### src/rtl/uart_baud_gen_if.sv
// Control/status bundle between the UART framers and the bit-timing generator.
// Latency: none, plain wires.
// Backpressure: none; ticks are pulses, requests are single-cycle strobes.
interface uart_baud_gen_if #(
    parameter int DIV_W = 16
);
    logic             en;
    logic             div_wr;
    logic [DIV_W-1:0] div_in;
    logic             rx_align;
    logic             tx_tick;
    logic             rx_mid;
    logic             ovs_tick;
    logic [DIV_W-1:0] div_cur;
    logic             div_err;

    // framer / CSR side
    modport master (
        output en, div_wr, div_in, rx_align,
        input  tx_tick, rx_mid, ovs_tick, div_cur, div_err
    );

    // baud generator side
    modport slave (
        input  en, div_wr, div_in, rx_align,
        output tx_tick, rx_mid, ovs_tick, div_cur, div_err
    );
endinterface

### src/rtl/uart_baud_gen.sv
// UART bit timing: TX bit-boundary tick, re-phasable RX bit-centre tick, oversample tick.
// Latency: ticks decode counter state; div_wr / rx_align / en act on the next clk edge.
// Backpressure: none; ticks free-run and a div_wr strobe is accepted every cycle.
module uart_baud_gen #(
    parameter int CLK_HZ = 49152000,
    parameter int BAUD   = 9600,
    parameter int DIV_W  = 16,
    parameter int OVS    = 16
) (
    input  logic           clk,
    input  logic           reset,
    uart_baud_gen_if.slave bus
);
    localparam int               OVS_SH      = $clog2(OVS);
    localparam logic [DIV_W-1:0] DEFAULT_DIV = DIV_W'(CLK_HZ / BAUD);
    // Smallest divisor that keeps ovs_div >= 2 and half >= OVS.
    localparam logic [DIV_W-1:0] MIN_DIV     = DIV_W'(2 * OVS);
    localparam logic [DIV_W-1:0] ONE         = DIV_W'(1);

    logic [DIV_W-1:0] div_q;
    logic [DIV_W-1:0] tx_cnt;
    logic [DIV_W-1:0] rx_cnt;
    logic [DIV_W-1:0] ovs_cnt;
    logic             err_q;

    logic [DIV_W-1:0] ovs_div;
    logic [DIV_W-1:0] half;
    logic             tx_term;
    logic             rx_term;
    logic             ovs_term;
    logic             div_ok;

    // Terminal-count decodes shared by the wrap logic and the tick outputs.
    always_comb begin
        ovs_div  = div_q >> OVS_SH;
        half     = div_q >> 1;
        tx_term  = (tx_cnt == div_q - ONE);
        rx_term  = (rx_cnt == div_q - ONE);
        ovs_term = (ovs_cnt == ovs_div - ONE);
        div_ok   = (bus.div_in >= MIN_DIV);
    end

    // Divisor register and sticky reject flag; a rejected write leaves the rate alone.
    always_ff @(posedge clk) begin
        if (reset) begin
            div_q <= DEFAULT_DIV;
            err_q <= 1'b0;
        end else if (bus.div_wr) begin
            if (div_ok) begin
                div_q <= bus.div_in;
                err_q <= 1'b0;
            end else begin
                err_q <= 1'b1;
            end
        end
    end

    // Bit-phase counters: divisor load restarts all, en low clears all, rx_align re-phases RX only.
    always_ff @(posedge clk) begin
        if (reset) begin
            tx_cnt  <= '0;
            rx_cnt  <= '0;
            ovs_cnt <= '0;
        end else if (bus.div_wr) begin
            // A rejected divisor freezes the counters for this cycle.
            if (div_ok) begin
                tx_cnt  <= '0;
                rx_cnt  <= '0;
                ovs_cnt <= '0;
            end
        end else if (!bus.en) begin
            tx_cnt  <= '0;
            rx_cnt  <= '0;
            ovs_cnt <= '0;
        end else begin
            tx_cnt <= tx_term ? '0 : tx_cnt + ONE;
            if (bus.rx_align) begin
                rx_cnt  <= '0;
                ovs_cnt <= '0;
            end else begin
                rx_cnt  <= rx_term  ? '0 : rx_cnt + ONE;
                ovs_cnt <= ovs_term ? '0 : ovs_cnt + ONE;
            end
        end
    end

    assign bus.tx_tick  = bus.en & tx_term;
    assign bus.rx_mid   = bus.en & (rx_cnt == half);
    assign bus.ovs_tick = bus.en & ovs_term;
    assign bus.div_cur  = div_q;
    assign bus.div_err  = err_q;
endmodule
### src/flat_wrapper.sv
// flat-port wrapper written by rule: the top's interface ports become plain ports
module uart_baud_gen_flat 
#(
    parameter int CLK_HZ = 49152000,
    parameter int BAUD   = 9600,
    parameter int DIV_W  = 16,
    parameter int OVS    = 16
)
  (clk, reset, bus_en, bus_div_wr, bus_div_in, bus_rx_align, bus_tx_tick, bus_rx_mid, bus_ovs_tick, bus_div_cur, bus_div_err);
  uart_baud_gen_if #(.DIV_W(DIV_W)) bus_i ();
  input  logic clk;
  input  logic reset;
  input wire logic [$bits(bus_i.en)-1:0] bus_en;
  input wire logic [$bits(bus_i.div_wr)-1:0] bus_div_wr;
  input wire logic [$bits(bus_i.div_in)-1:0] bus_div_in;
  input wire logic [$bits(bus_i.rx_align)-1:0] bus_rx_align;
  output wire logic [$bits(bus_i.tx_tick)-1:0] bus_tx_tick;
  output wire logic [$bits(bus_i.rx_mid)-1:0] bus_rx_mid;
  output wire logic [$bits(bus_i.ovs_tick)-1:0] bus_ovs_tick;
  output wire logic [$bits(bus_i.div_cur)-1:0] bus_div_cur;
  output wire logic [$bits(bus_i.div_err)-1:0] bus_div_err;
  assign bus_i.en = bus_en;
  assign bus_i.div_wr = bus_div_wr;
  assign bus_i.div_in = bus_div_in;
  assign bus_i.rx_align = bus_rx_align;
  assign bus_tx_tick = bus_i.tx_tick;
  assign bus_rx_mid = bus_i.rx_mid;
  assign bus_ovs_tick = bus_i.ovs_tick;
  assign bus_div_cur = bus_i.div_cur;
  assign bus_div_err = bus_i.div_err;
  uart_baud_gen #(.CLK_HZ(CLK_HZ), .BAUD(BAUD), .DIV_W(DIV_W), .OVS(OVS)) u_core (.clk(clk), .reset(reset), .bus(bus_i));
endmodule
### config.mk
export PLATFORM = sky130hd
export DESIGN_NAME = uart_baud_gen_flat
export DESIGN_NICKNAME = d
export VERILOG_FILES = /design/src/rtl/uart_baud_gen_if.sv /design/src/rtl/uart_baud_gen.sv /design/src/flat_wrapper.sv
export SDC_FILE = /design/constraint.sdc
export NUM_CORES = 1
export LEC_CHECK = 0
export ABC_AREA = 1
export CORE_ASPECT_RATIO = 1.4
export CORE_MARGIN = 8
export CORE_UTILIZATION = 54
export DETAILED_ROUTE_END_ITERATION = 10
export PLACE_DENSITY = 0.8
export SYNTH_ARGS = -nofsm -noshare
export SYNTH_HDL_FRONTEND = slang
export SYNTH_SLANG_ARGS = --single-unit
export TNS_END_PERCENT = 1
### constraint.sdc
create_clock -name clk -period 1.8 [get_ports clk]
set_input_delay 0.18 -clock clk [delete_from_list [all_inputs] [get_ports clk]]
set_output_delay 0.18 -clock clk [all_outputs]
set_load 0.02 [all_outputs]
== Word level (Yosys, flattened, before mapping) ==
Index checks and enable logic that the tools add are counted.
Operators by class
  $mul: 0
  add/sub/neg operators: 5
  div/mod/pow operators: 0
  shifts and indexed selects: 0
  bitwise operators: 3
  muxes and demuxes: 13
  reduce and logical (&&, ||, !) cells: 1
  order comparisons: 1
  eq/ne operators: 5
Operators by type and width (number)
  16-bit two-way mux: 12
  16-bit by 1-bit adder with 16-bit output, second input constant: 3
  16-bit == test: 3
  16-bit by 15-bit == test with 1-bit output: 1
  16-bit by 6-bit greater-or-equal comparator with 1-bit output, second input constant: 1
  16-bit by 1-bit subtractor with 16-bit output, second input constant: 1
  12-bit by 1-bit subtractor with 13-bit output, second input constant: 1
  1-bit bitwise AND: 3
  2-bit by 1-bit inequality test with 1-bit output, second input constant: 1
  2-bit AND reduction: 1
  1-bit two-way mux: 1
Word-level totals
  memories: 0
  memory bits (writable): 0
  latch bits: 0
  memory bits (read-only): 0
  word-level logic and storage cells: 33
  bits in registers: 65

== Logic depth before layout (Yosys ltp) ==
  word-level depth: 6
  gate-level depth with buffers: 17
  depth with buffers taken out: 17

== Worst setup path before layout ==
No wires, ideal clock.
  kind: register -> output
  from: register u_core.div_q[4] (netlist: u_core.bus.div_cur[4])
  to: output port bus_ovs_tick
  arrival time: 2.103 ns
  slack: -0.483 ns
  stages on the path, launching flop included: 13
  cells stage by stage: dfxtp_1 > inv_2 > ha_1 > xor2_1 > o21ai_0 > nor2_1 > nand2_1 > nor2_1 > nand2_1 > nor2_1 > nand3_2 > buf_6 > nor2_1
Between the ends
  cells in the longest elaborated chain, start to end: 3
RTL lines
  start: declaration: line uart_baud_gen.sv:20  | logic [DIV_W-1:0] div_q;
  start signal: assignment: line uart_baud_gen.sv:50  | div_q <= bus.div_in;
  12-bit by 1-bit subtractor with 13-bit output: line uart_baud_gen.sv:39  | ovs_term = (ovs_cnt == ovs_div - ONE);
  16-bit == test: line uart_baud_gen.sv:39
  1-bit bitwise AND: line uart_baud_gen.sv:89  | assign bus.ovs_tick = bus.en & ovs_term;
  end: declaration: line flat_wrapper.sv:19  | output wire logic [$bits(bus_i.ovs_tick)-1:0] bus_ovs_tick;
No other way between the ends.

== Final worst setup path ==
  from: register u_core.div_q[1] (netlist: u_core.bus.div_cur[1])
  to: output port bus_tx_tick
Between the ends
  cells in the longest elaborated chain, start to end: 3
RTL lines
  16-bit by 1-bit subtractor with 16-bit output: line uart_baud_gen.sv:37  | tx_term = (tx_cnt == div_q - ONE);
  16-bit == test: line uart_baud_gen.sv:37
  1-bit bitwise AND: line uart_baud_gen.sv:87  | assign bus.tx_tick = bus.en & tx_term;
  end: declaration: line flat_wrapper.sv:17  | output wire logic [$bits(bus_i.tx_tick)-1:0] bus_tx_tick;
No other way between the ends.

==> flow_metrics.py <==
metrics = {
    "timing": {
        "period_needed_ns": 2.43,
        "slew_headroom": 0.739,
        "fin_crit_sh": 1.35,
        "skew_ns": 0.00716,
        "whs_ns": 0.459,
        "fmax_mhz": 412,
        "slew_violations": 0,
        "rsz0062_at_grt": "true",
        "finalHoldViolCount": 0,
        "setup_viol": 51,
        "worst_pin_slew_ns": 0.388,
        "layout_setup_ws_ns": -0.630,
    },
    "finish": {
        "n_antenna_cell": 0,
        "final_area_mm2": 0.00782,
        "drive_above_1_share": 0.342,
        "nets": 1088,
        "syn2layout_area_growth_pct": 55.8,
    },
    "grt": {
        "grt_antenna_before_repair": 0,
        "grt_pass1_wl_um": 33900,
        "grt_max_degree": 32,
        "grt_util_all_layers": 0.338,
        "grt_overflow": 0,
        "first_global_vias": 6914,
    },
    "clock_network": {
        "cts_tree": "done",
        "clkTransAtPathRegs_ns": 0.06,
        "cts.sinks": 65,
        "clockBufferDepth": 2,
        "clock_latency_ns": 0.34,
        "cts_hold_buf": 0,
        "cts_max_level": 3,
        "cts_root_buf": "clkbuf_16",
        "cts_buffers": 9,
    },
    "worst_setup_path": {
        "end_kind": "output pin",
        "crit_path_top_delay_cell": "dfxtp_2",
        "r2r_cells": 19,
        "arrival_ns": 2.25,
        "crit_required_ns": 1.62,
        "start_kind": "register",
        "slowest_delay_ns": 0.33,
        "critPathKind": "reg2out",
        "regToRegSetupSlack_ns": -0.57,
        "cpMostUsedCell": "buf_6",
        "crit_chain": "buf_6 > nor2_4 > nand2_8 > nor2_8 > buf_6 > nand3_2 > nand2_2 > nand2_1 > nand2_1 > nor3b_4 > nand3_2 > nor2_4 > buf_6",
        "reg2reg_to": "u_core.rx_cnt[3]",
        "worstPathMaxFanout": 5,
        "timing.rr.start": "u_core.bus.div_cur[1]",
    },
    "yosys": {
        "synth.most_common_cell": "nand2_1",
        "ys_types": 44,
        "netlist_area_mm2": 0.00502,
        "ys.warnings.count": 0,
        "yosys.area.top_type": "dfxtp_1",
        "netlist_instances": 822,
        "synth_edf_count": 0,
        "async_flop_share": 0,
        "synth_commonest_cells": "250 x nand2_1, 93 x nand3_1, 79 x inv_1, 65 x dfxtp_1, 63 x a21oi_1",
        "netlist_top_cells_area": "dfxtp_1 26%, nand2_1 19%, nand3_1 9.3%",
        "yosysTopAreaCellShare": 0.259,
        "syn_area_per_cell_um2": 6.10,
        "ys_seq_elements": 65,
        "synth_nets": 848,
        "synth-seq-area-share": 0.259,
        "ys.flop_type": "dfxtp_1",
    },
    "detailed_routing": {
        "first_iter_violations": 551,
        "vias_per_cell": 5.84,
        "drc": 0,
        "wl_um": 21600,
        "vias": 6862,
        "drtPass1Iterations": 8,
        "postRouteAntennaNets": 0,
        "wire_per_inst_um": 18.4,
    },
    "placement": {
        "gp_congestion": 1.06,
        "port_buffers": 40,
        "dpl_worst_slack_ns": -0.820,
        "dp_hpwl_um": 16000,
        "dpl-instance-area_mm2": 0.00697,
    },
    "power_and_ir_drop": {
        "seqPwrFrac": 0.321,
        "clkPwrFrac": 0.408,
        "p_leak_nw": 3.35,
        "total_power_mw": 4.71,
        "combPwrFrac": 0.271,
        "p_sw_frac": 0.305,
        "switchingPower_mw": 1.44,
        "p_int_mw": 3.28,
        "power.density_mw_per_mm2": 603,
        "peakVddDrop_mv": 0.671,
    },
    "status": {
        "violations": "setup timing",
        "outcome": "finished, violations left",
    },
    "worst_hold_path": {
        "holdPathStages": 3,
        "min_to": "u_core.bus.div_cur[12]",
        "min-delay-start": "bus_div_in[12]",
        "hp-class": "in2reg",
    },
    "die": {
        "core_mm2": 0.00903,
        "rows": 41,
        "fp.dieH_um": 130,
        "die_width_um": 97.5,
        "die-area_mm2": 0.0127,
        "ios": 41,
        "start_util": 0.556,
    },
    "flow_run": {
        "cap_violations": 0,
    },
}
==> sequential cells by signal, indices dropped and copies added, names as in the netlist <==
register and cells:
u_core.bus.div_err 1, u_core.rx_cnt 16, u_core.tx_cnt 16, u_core.bus.div_cur 16
u_core.ovs_cnt 16
==> metrics by stage <==
step	setup TNS (ns)	utilization	instances
2_1_floorplan	-1.97	-	822
4_1_cts	-18.11	0.848	1170
6_report	-21.56	0.866	1174
3_5_place_dp	-20.37	0.772	1139
5_1_grt	-28.15	0.866	1174
3_3_place_gp	-17.49	0.772	1139
==> worst max path at each step <==
| stage | endpoint | startpoint | cells after the start | slack [ns] |
|---|---|---|---|---|
| 6_report | bus_tx_tick | u_core.bus.div_cur[1] | 13 | -0.63 |
| 5_1_grt | bus_tx_tick | u_core.bus.div_cur[13] | 13 | -0.77 |
| 4_1_cts | bus_tx_tick | u_core.bus.div_cur[5] | 12 | -0.57 |
| 3_5_place_dp | bus_tx_tick | u_core.bus.div_cur[0] | 14 | -0.82 |
| 3_3_place_gp | bus_tx_tick | u_core.bus.div_cur[0] | 10 | -0.77 |
| 2_1_floorplan | bus_tx_tick | u_core.bus.div_cur[0] | 14 | -0.14 |
==> critical path: cells and delay by family, from the launching register on <==
family        cells  cell delay, ns
flops             1            0.33
simple gates     10            1.20
buf+inv           3            0.37
==> area by class of cell <==
class	count	area, µm²
repair buffers	249	2030
clock buffers	11	243
fillers	540	1210
inverters	89	347
flip-flops and latches	65	1330
multi-input cells	648	3660
clock inverters	5	78.8
well taps	107	134
==> placed cells by master (no fill, tap or decap), types with 4 or more instances in the layout <==
| cell type | n |
|---|---|
| buf_4 | 202 |
| o22ai_1 | 10 |
| nand3_2 | 17 |
| inv_1 | 77 |
| nor2_1 | 44 |
| o21ai_0 | 32 |
| dfxtp_2 | 7 |
| nor3_1 | 13 |
| nor2_4 | 16 |
| dfxtp_4 | 5 |
| dfxtp_1 | 53 |
| nand3_1 | 81 |
| clkdlybuf4s50_1 | 37 |
| o21ai_1 | 4 |
| nor2_2 | 29 |
| buf_6 | 6 |
| a21oi_1 | 62 |
| nand2_1 | 224 |
| inv_2 | 6 |
| nand2_4 | 11 |
| nand4_1 | 8 |
| nand2_2 | 25 |
| clkbuf_16 | 9 |
| xnor2_1 | 5 |
| xor2_1 | 28 |
==> per-layer routing <==
metal | global-route usage | share of wire | vias up
li1 | - | - | 3173
met1 | 0.336 | 0.34 | 3157
met2 | 0.590 | 0.48 | 380
met3 | 0.0730 | 0.077 | 152
met4 | 0.303 | 0.096 | 0
met5 | 0 | 0 | -
==> logic make-up after synthesis <==
kind of cell               share of synthesized area
AOI/OAI and AO/OA                              0.128
xor gates and xnor gates                      0.0638
adders and majority gates                     0.0125
buffers and inverters                         0.0870
DFF                                            0.259
and+or+nand+nor                                0.450
==> power groups by stage <==
stage / clock [mW] / combinational (mW) / sequential [mW]
global placement: 0 / 1.02 / 1.54
CTS: 1.93 / 1.17 / 1.51
detailed placement: 0 / 1.05 / 1.54
finish: 1.92 / 1.28 / 1.51
floorplan: 0 / 0.519 / 1.58
global route: 1.98 / 1.36 / 1.52
==> timing repair <==
action | CTS | global route
pin swaps | 30 | 19
setup endpoints to repair | 51 | 51
cloned | 0 | 0
resized for setup | 87 | 33
setup buffers | 15 | 4
No activity file was read; power rests on OpenSTA's default activity.
